**src/rtl/cpu_controller_pkg.sv**
```systemverilog
// Shared phase/opcode encodings for the 8-bit RISC CPU controller.
package cpu_controller_pkg;

    localparam int unsigned PHASE_W  = 3;
    localparam int unsigned OPCODE_W = 3;

    typedef enum logic [PHASE_W-1:0] {
        PH_INST_ADDR  = 3'd0,
        PH_INST_FETCH = 3'd1,
        PH_INST_LOAD  = 3'd2,
        PH_IDLE       = 3'd3,
        PH_OP_ADDR    = 3'd4,
        PH_OP_FETCH   = 3'd5,
        PH_ALU_OP     = 3'd6,
        PH_STORE      = 3'd7
    } phase_t;

    typedef enum logic [OPCODE_W-1:0] {
        OP_HLT = 3'd0,
        OP_SKZ = 3'd1,
        OP_ADD = 3'd2,
        OP_AND = 3'd3,
        OP_XOR = 3'd4,
        OP_LDA = 3'd5,
        OP_STO = 3'd6,
        OP_JMP = 3'd7
    } opcode_t;

    // Opcodes that read an operand from memory and load the accumulator
    function automatic logic is_aluop(input opcode_t op);
        return (op == OP_ADD) || (op == OP_AND) || (op == OP_XOR) || (op == OP_LDA);
    endfunction

endpackage

```
**src/rtl/cpu_controller.sv**
```systemverilog
// Eight-phase fetch/execute sequencer; decodes phase, opcode and zero into datapath strobes.
module cpu_controller
    import cpu_controller_pkg::*;
#(
    parameter bit HALT_STICKY = 1'b1
) (
    input  logic                clk,
    input  logic                rst,
    input  logic                en,
    input  logic [OPCODE_W-1:0] opcode,
    input  logic                zero,
    output logic                sel,
    output logic                rd,
    output logic                ld_ir,
    output logic                inc_pc,
    output logic                ld_pc,
    output logic                ld_ac,
    output logic                data_e,
    output logic                wr,
    output logic                halt,
    output logic                halted,
    output logic [PHASE_W-1:0]  phase
);

    phase_t  state_q, state_d;
    logic    halted_q, halted_d;
    opcode_t op;
    logic    aluop;

    assign op     = opcode_t'(opcode);
    assign aluop  = is_aluop(op);
    assign phase  = state_q;
    assign halted = halted_q;

    always_ff @(posedge clk or posedge rst) begin
        if (rst) begin
            state_q  <= PH_INST_ADDR;
            halted_q <= 1'b0;
        end else begin
            state_q  <= state_d;
            halted_q <= halted_d;
        end
    end

    // Sticky HLT freezes the phase at OP_ADDR instead of advancing
    always_comb begin
        state_d  = state_q;
        halted_d = halted_q;
        if (en && !halted_q) begin
            if (HALT_STICKY && (state_q == PH_OP_ADDR) && (op == OP_HLT)) begin
                halted_d = 1'b1;
            end else begin
                state_d = phase_t'(PHASE_W'(state_q + 3'd1));
            end
        end
    end

    always_comb begin
        sel    = 1'b0;
        rd     = 1'b0;
        ld_ir  = 1'b0;
        inc_pc = 1'b0;
        ld_pc  = 1'b0;
        ld_ac  = 1'b0;
        data_e = 1'b0;
        wr     = 1'b0;
        halt   = 1'b0;
        if (halted_q) begin
            halt = 1'b1;
        end else begin
            case (state_q)
                PH_INST_ADDR: begin
                    sel = 1'b1;
                end
                PH_INST_FETCH: begin
                    sel = 1'b1;
                    rd  = 1'b1;
                end
                PH_INST_LOAD, PH_IDLE: begin
                    sel   = 1'b1;
                    rd    = 1'b1;
                    ld_ir = 1'b1;
                end
                PH_OP_ADDR: begin
                    inc_pc = 1'b1;
                    halt   = (op == OP_HLT);
                end
                PH_OP_FETCH: begin
                    rd = aluop;
                end
                PH_ALU_OP: begin
                    rd     = aluop;
                    inc_pc = (op == OP_SKZ) && zero;
                    ld_pc  = (op == OP_JMP);
                    data_e = (op == OP_STO);
                end
                PH_STORE: begin
                    rd     = aluop;
                    ld_ac  = aluop;
                    ld_pc  = (op == OP_JMP);
                    data_e = (op == OP_STO);
                    wr     = (op == OP_STO);
                end
                default: ;
            endcase
        end
    end

endmodule

```
**config.mk**
```make
export PLATFORM = sky130hd
export DESIGN_NAME = cpu_controller
export DESIGN_NICKNAME = d
export VERILOG_FILES = /design/src/rtl/cpu_controller_pkg.sv /design/src/rtl/cpu_controller.sv
export SDC_FILE = /design/constraint.sdc
export NUM_CORES = 1
export LEC_CHECK = 0
export CAP_MARGIN = 15
export CORE_AREA = 4 4 41 43
export DETAILED_ROUTE_END_ITERATION = 10
export DIE_AREA = 0 0 45 47
export DONT_BUFFER_PORTS = 1
export GPL_ROUTABILITY_DRIVEN = 0
export HOLD_SLACK_MARGIN = 0.15
export PLACE_DENSITY_LB_ADDON = 0.1
export SETUP_SLACK_MARGIN = 0.4
export SKIP_CTS_REPAIR_TIMING = 1
export SYNTH_ARGS = -nofsm -noshare
export SYNTH_HDL_FRONTEND = slang
export SYNTH_SLANG_ARGS = --single-unit
export TNS_END_PERCENT = 5
```
**constraint.sdc**
```tcl
create_clock -name clk -period 3.7 [get_ports clk]
set_input_delay 0.555 -clock clk [delete_from_list [all_inputs] [get_ports clk]]
set_output_delay 0.555 -clock clk [all_outputs]
set_load 0.005 [all_outputs]
```
# After elaboration in Yosys (flattened, before gate mapping)
# Index checks and enable logic that the tools add are counted.
# classes
addsub	1
mul	0
div	0
n_lt_le_gt_ge	0
eq_ne	14
shifts	0
mux	18
bitwise	1
n_reduce_logical	16
# ops
op	n
$eq A3 B3 Y1 const B	8
$mux W1	16
$eq A3 B2 Y1 const B	4
$eq A3 B1 Y1 const B	2
$logic_not A3 Y1	2
$reduce_or A3 Y1	2
$pmux W1 S2	2
$reduce_and A2 Y1	2
$reduce_or A2 Y1	2
$reduce_or A4 Y1	1
$add A3 B1 Y3 const B	1
$logic_and A1 B1 Y1	3
$logic_or A1 B1 Y1	3
$logic_not A1 Y1	1
$not A1 Y1	1
# word_totals
regBits	4
latch_bits	0
ram_bits	0
romBits	0
input_bits	7
out_inout_bits	13
word_cells	52
n_memories	0

# Logic depth before layout (Yosys ltp)
# Gate-level depths: netlist (run 1).
# logic_depth
ltp_word	6
depth_mapped	5
depth_no_buf	5

# Least setup slack after synthesis (run 1)
# No wires, ideal clock.
# synth_timing
kind	register to output
start	register state_q[0] (netlist: phase[0])
end	output port halt
arrival_ps	1306
t_required_ps	3145
slack_ps	1839
stages_incl_launch_ff	6
n_path_buf	0
path_cell_list	dfrtp_1 -> inv_1 -> ha_1 -> nand2_2 -> or4_4 -> nand2b_1
# synth_between
elab_chain_cells	3
# synth_lines
element	line	rtl
start, declared	cpu_controller.sv:25	phase_t state_q, state_d;
start signal, assigned	cpu_controller.sv:40	state_q <= state_d;
$eq A3 B3 Y1	cpu_controller.sv:71	case (state_q)
$mux W1	cpu_controller.sv:71	
$mux W1	cpu_controller.sv:68	if (halted_q) begin
end, declared	cpu_controller.sv:20	output logic halt,
# Every way passes these cells.

# Worst setup path after layout (run 1)
# layout_timing
start	register state_q[0] (netlist: phase[0])
end	output port sel
# layout_between
elab_chain_cells	4
elab_cells_between_ends	7
cone_classes	eq/ne (3); mux (2); reduce/logical (2)
# layout_lines
element	line	rtl
$eq A3 B2 Y1, or another cell as far along	cpu_controller.sv:71	
$reduce_or A4 Y1 (no source line) (*)	--	
$mux W1 (*)	cpu_controller.sv:71	
$mux W1 (*)	cpu_controller.sv:68	
end, declared	cpu_controller.sv:12	output logic sel,
# Mark *: on every way between the ends. The rest lies on a longest branch, timed or not.

==> results of run 1 <==
-- cells in the mapped netlist --
cell	count
nor2_1	6
o21ai_0	1
dfrtp_1	4
a31oi_2	1
ha_1	6
nand2_2	1
o41ai_2	1
o221ai_1	1
o21bai_1	1
nor4b_1	1
nand2b_1	2
nand2_1	1
nor2b_2	1
nor3_1	1
mux2_1	1
a21oi_1	3
buf_2	1
or4_4	1
inv_1	6
nor4_1	2
xnor2_1	2
or3_1	1
nor2b_1	1
a41oi_1	1
-- cell usage in the layout (no fill, tap or decap), types with 2 or more instances in the layout --
| master | count |
|---|---|
| ha_1 | 6 |
| clkbuf_4 | 3 |
| nor4_1 | 2 |
| dfrtp_1 | 4 |
| a21oi_1 | 3 |
| inv_1 | 6 |
| nor2_1 | 6 |
| nand2b_1 | 2 |
| xnor2_1 | 2 |
-- how the worst min path moves through the flow --
stage,end,slack (ps),cells past startpoint
detailed placement,phase[0]$_DFFE_PP0P_,340,1
global route,halted$_DFFE_PP0P_,460,2
finish,halted$_DFFE_PP0P_,460,2
CTS,phase[2]$_DFFE_PP0P_,90,1
floorplan,halted$_DFFE_PP0P_,320,1
global placement,phase[1]$_DFFE_PP0P_,330,1
-- power by group through the flow --
stage               logic, mW  clock network, mW  registers, mW
floorplan               0.173                  0         0.0961
detailed placement      0.190                  0          0.120
finish                  0.188             0.0524          0.118
global route            0.216             0.0605          0.127
CTS                     0.192             0.0557          0.120
global placement        0.192                  0          0.119
-- sequential cells by signal (all words and copies together) (netlist names) --
register and cells:
phase 3, halted 1
-- worst max-delay path, delay by kind of cell, from the launching register on --
kind,cells,cell delay (ps)
flip-flops,1,480
AND/OR/NAND/NOR,2,450
adder cells (fa/ha/maj),1,240
AO/OA/AOI/OAI,1,150
buffers and inverters,1,110
-- cells by family (layout without fill, tap and decap cells) --
family,count (synthesis),count (layout),share of synthesized area (%)
AND/OR/NAND/NOR,18,18,25.4
AO/OA/AOI/OAI,9,9,18.0
buffers and inverters,7,10,6.73
adder cells (fa/ha/maj),6,6,18.3
flip-flops,4,4,24.5
XOR/XNOR,2,2,4.28
multiplexers,1,1,2.75
-- layer usage --
metal | up-vias | part of all wire [%] | track usage [%]
met4 | 0 | 0 | 5.26
met5 | - | 0 | 0
li1 | 175 | - | -
met3 | 0 | 13 | 6.51
met2 | 15 | 44 | 13.6
met1 | 159 | 43 | 10.3
-- stage by stage --
stage / hold slack [ps] / util [%] / std cells / cell area, sq um / total power, mW
floorplan: 321 / - / 47 / 409 / 0.269
global placement: 334 / 32.5 / 61 / 423 / 0.310
detailed placement: 339 / 32.5 / 61 / 423 / 0.310
CTS: 88.2 / 34.2 / 64 / 445 / 0.368
global route: 459 / 35.0 / 65 / 455 / 0.404
finish: 457 / 35.0 / 65 / 455 / 0.359
-- final cells by class --
| type | instances | area (sq um) | share of cell area (%) |
|---|---|---|---|
| Clock buffer | 3 | 22.5 | 4.95 |
| Inverter | 6 | 22.5 | 4.95 |
| Multi-Input combinational cell | 36 | 282 | 61.8 |
| Sequential cell | 4 | 100 | 22.0 |
| Tap cell | 15 | 18.8 | 4.12 |
| Timing Repair Buffer | 1 | 10.0 | 2.20 |
==> metrics.cfg, run 1 <==
[outcome]
status=complete, no violations

[cts]
cts_htree_levels=1
clock_path_buffers=2
cts_root_buf=clkbuf_4
clkLatencyLatePin_ps=230
cts_sinks=4
cts_tree=yes
cts_buffers=3
clkTransAtPathRegs_ps=40

[power_and_ir_drop]
seqPwrFrac_pct=33.0
p_sw_share_pct=46.8
power.switching_mw=0.168
vdd_drop_max_mv=0.313
leakage_nw=0.197
p_clk_share_pct=14.6
p_int_mw=0.191
share_comb_of_total_power_pct=52.4
power_density_nw_per_um2=787

[global_route]
grt_pass1_vias=319
grt_pass1_wl_um=1370
grt_overflow=0
antenna_found_initial=0
groute.usage.overall_pct=9.44
grt_max_degree=12

[placed_design]
dp_hpwl_um=735
post-place-ws_ps=1700
io_buffers=0

[timing]
fmax_mhz=451
timing.final.crit_share_pct=59.9
layout_setup_ws_ps=1480
finalSetupViolCount=0
drv_slew=0
finalClockSkew_ps=1.24
rsz0062_at_grt=no
slew_headroom_pct=75.1
worstMarginPinSlew_ps=370
final.setup.tns_ps=0
hold_viol=0
period_needed_ps=2220

[layout]
fill_cells=152
syn2layout_area_growth_pct=11.3
drive_gt1_share_pct=16.0
fin_nets=65
n_antenna_cell=0

[yosys]
synth_cell_types=24
postSynthCellCount=47
syn_nets=60
seq_area_frac_synth_pct=24.5
synthTopCellsByArea=dfrtp_1 24%, ha_1 18%, inv_1 5.5%
synth_seq_cells=4
netlist_area_sq_um=409
synth.largest_area_cell=dfrtp_1
ys_warn_count=0
syn_area_per_cell_sq_um=8.71
synth.top_cell.area_share_pct=24.5

[route]
antenna_left=0
drtIter0Drc=1
routedWlPerCell_um=13.6
viasPerCell=5.37
drcViolationCount=0
first_pass_iters=3
vias=349
routed_wl_um=885

[worst_setup_path]
worstSetupEndpointType=primary output
arrival_ps=1660
cp_max_fo=7
max_stage_delay_ps=480
crit_slowest_cell=dfrtp_1
r2r_end=phase[1]$_DFFE_PP0P_
reg2reg_from=phase[0]$_DFFE_PP0P_
rrSetupSlack_ps=2050
reg2reg_depth=5
path_cells=inv_1, ha_1, or3_1, a21oi_1, nor2_1
critical_path_class=flop to primary output
crit_required_ps=3140
crit_path_end=sel
crit_start=phase[0]$_DFFE_PP0P_
critPathLaunchType=flop

[worst_hold_path]
hold_path_class=input port to flop
worstHoldStart=en

[floorplan]
fp.dieH_um=47
io_pins=20
num_rows=13
coreArea_sq_um=1300
fp.dieW_um=45
initial_utilization_pct=31.4
die-area_sq_um=2120

[run]
maxCapViolCount=0

(Power assumes the default switching activity.)
==> inputs of run 2 (changes only) <==
--- a/config.mk
+++ b/config.mk
@@ -5,6 +5,7 @@
 export SDC_FILE = /design/constraint.sdc
 export NUM_CORES = 1
 export LEC_CHECK = 0
+export ABC_AREA = 1
 export CAP_MARGIN = 15
 export CORE_AREA = 4 4 41 43
 export DETAILED_ROUTE_END_ITERATION = 10
==> constraint.sdc (replaced) <==
create_clock -name clk -period 1.8 [get_ports clk]
set_input_delay 0.27 -clock clk [delete_from_list [all_inputs] [get_ports clk]]
set_output_delay 0.27 -clock clk [all_outputs]
set_load 0.005 [all_outputs]
==> metrics.cfg, run 2 <==
[outcome]
status=complete, no violations

[yosys]
synth.largest_area_cell=dfrtp_1
ys.flop_type=dfrtp_1
synth_xor_area_share_pct=0
postSynthCellCount=68
muxShareOfSynthArea_pct=0
synthArstFlopShare_pct=100
synth_fa_ha_area_share_pct=17.8
synth_most_common_cell=nand2_1
synth_edf_count=0
synth_commonest_cells=16 x nand2_1, 15 x inv_1, 9 x nor2_1, 7 x nand3_1, 6 x ha_1
netlist_area_sq_um=423
syn_nets=81
synth.top_cell.area_share_pct=23.7
synth_seq_cells=4
syn_area_per_cell_sq_um=6.22
synth_cell_types=13
synth-simple-area-share_pct=39.3
synthTopCellsByArea=dfrtp_1 24%, ha_1 18%, nand2_1 14%
seq_area_frac_synth_pct=23.7
ys_warn_count=0
synth_compound_area_share_pct=5.92
synth_top_family_by_area=simple AND/OR/NAND/NOR gates

[timing]
timing.final.crit_share_pct=89.9
finalClockSkew_ps=4.52
slew_headroom_pct=81.3
fmax_mhz=618
finalSetupViolCount=0
worstMarginPinSlew_ps=281
fin_hold_ws_ps=201
final.setup.tns_ps=0
drv_slew=0
rsz0062_at_grt=yes
period_needed_ps=1620
hold_viol=0

[global_route]
grt_pass1_vias=356
grt_max_degree=8
groute.usage.overall_pct=10.3
antenna_found_initial=0
grt_pass1_wl_um=1550
grt_overflow=0

[cts]
cts_htree_levels=1
cts_tree=yes
clock_path_buffers=2
cts_root_buf=clkbuf_4
clkLatencyLatePin_ps=230
cts_buffers=3
clkTransAtPathRegs_ps=40
cts_sinks=4

[floorplan]
fp.dieH_um=47
die-area_sq_um=2120
fp.dieW_um=45
coreArea_sq_um=1300
num_rows=13
io_pins=20
initial_utilization_pct=32.5

[power_and_ir_drop]
vdd_drop_max_mv=0.267
power_density_nw_per_um2=404
power_mw=0.226
leakage_nw=0.261

[layout]
syn2layout_area_growth_pct=32.5
layout_commonest_cell=nand2_1
layout_common_cells=14 x nand2_1, 13 x inv_1, 7 x nor2_1, 7 x nand3_1, 4 x nand2_2
fin_nets=89
drive_gt1_share_pct=31.1
n_antenna_cell=0
finalNonFillerCells=89
largest_reg_flops=3

[placed_design]
io_buffers=0
dp_hpwl_um=829
placed_cells=84

[worst_hold_path]
worstHoldStart=en
hold_path_depth=2
whs_endpoint=halted$_DFFE_PP0P_
hold_path_class=input port to flop

[worst_setup_path]
r2r_end=phase[2]$_DFFE_PP0P_
crit_required_ps=1530
worstSetupEndpointType=primary output
arrival_ps=1350
critical_path_class=flop to primary output
critPathLaunchType=flop
rrSetupSlack_ps=410
cp_max_fo=6
reg2reg_from=phase[0]$_DFFE_PP0P_
reg2reg_depth=8

[route]
viasPerCell=4.55
vias=405
drtIter0Drc=12
routed_wl_um=1010
routedWlPerCell_um=11.3
drcViolationCount=0
antenna_left=0
first_pass_iters=3

[run]
maxCapViolCount=0

[run 2: cell count changes after synthesis, moves of 2 or more]
cell,previous run,this run
nand2_1,1,16
nand2b_1,2,0
nand3_1,0,7
nor2_1,6,9
xnor2_1,2,0
inv_1,6,15
nor4_1,2,0
[run 2: area by class of cell]
type	instances	area [sq um]
Sequential cell	4	103
Multi-Input combinational cell	49	333
Fill cell	150	741
Timing Repair Buffer	3	25.0
Tap cell	15	18.8
Inverter	15	58.8
Clock buffer	3	22.5
[run 2: worst max-delay path, cell delays in order, from the launching register on]
cell and delay [ps]:
dfrtp_2 470, ha_4 200, ha_4 150, inv_2 50, nand2_2 60, nor2_4 120
a21oi_2 70
[run 2: cell families (layout without fill, tap and decap cells)]
| kind of cell | after synthesis | in the layout |
|---|---|---|
| buf+inv | 15 | 21 |
| compound gates | 5 | 5 |
| flops | 4 | 4 |
| fa+ha+maj | 6 | 6 |
| simple gates | 38 | 38 |
[run 2: through the flow]
stage	area, sq um	setup slack, ps	utilization, %
floorplan	423	424	-
global placement	449	325	34.5
detailed placement	449	311	34.5
CTS	472	59.3	36.3
global route	561	104	43.1
finish	561	181	43.1
[run 2: how the worst max path moves through the flow]
| stage | from | to | slack (ps) |
|---|---|---|---|
| 2_1_floorplan | phase[0]$_DFFE_PP0P_ | rd | 420 |
| 3_3_place_gp | phase[0]$_DFFE_PP0P_ | sel | 320 |
| 3_5_place_dp | phase[0]$_DFFE_PP0P_ | sel | 310 |
| 4_1_cts | phase[0]$_DFFE_PP0P_ | sel | 60 |
| 5_1_grt | phase[1]$_DFFE_PP0P_ | sel | 100 |
| 6_report | phase[0]$_DFFE_PP0P_ | sel | 180 |
[run 2: routing by layer]
| metal | track usage (%) | vias to the layer above | share of wire (%) |
|---|---|---|---|
| met5 | 0 | - | 0 |
| met4 | 5.26 | 0 | 0 |
| met3 | 4.98 | 0 | 8.0 |
| met2 | 15.0 | 10 | 45 |
| met1 | 12.6 | 175 | 47 |
| li1 | - | 220 | - |
[run 2: where the power goes]
group / leakage, nW / internal (mW) / total, mW / switching, mW
logic: 0.202 / 0.0102 / 0.0254 / 0.0152
clock network: 0.0138 / 0.0743 / 0.107 / 0.0323
registers: 0.0453 / 0.0919 / 0.0945 / 0.00259
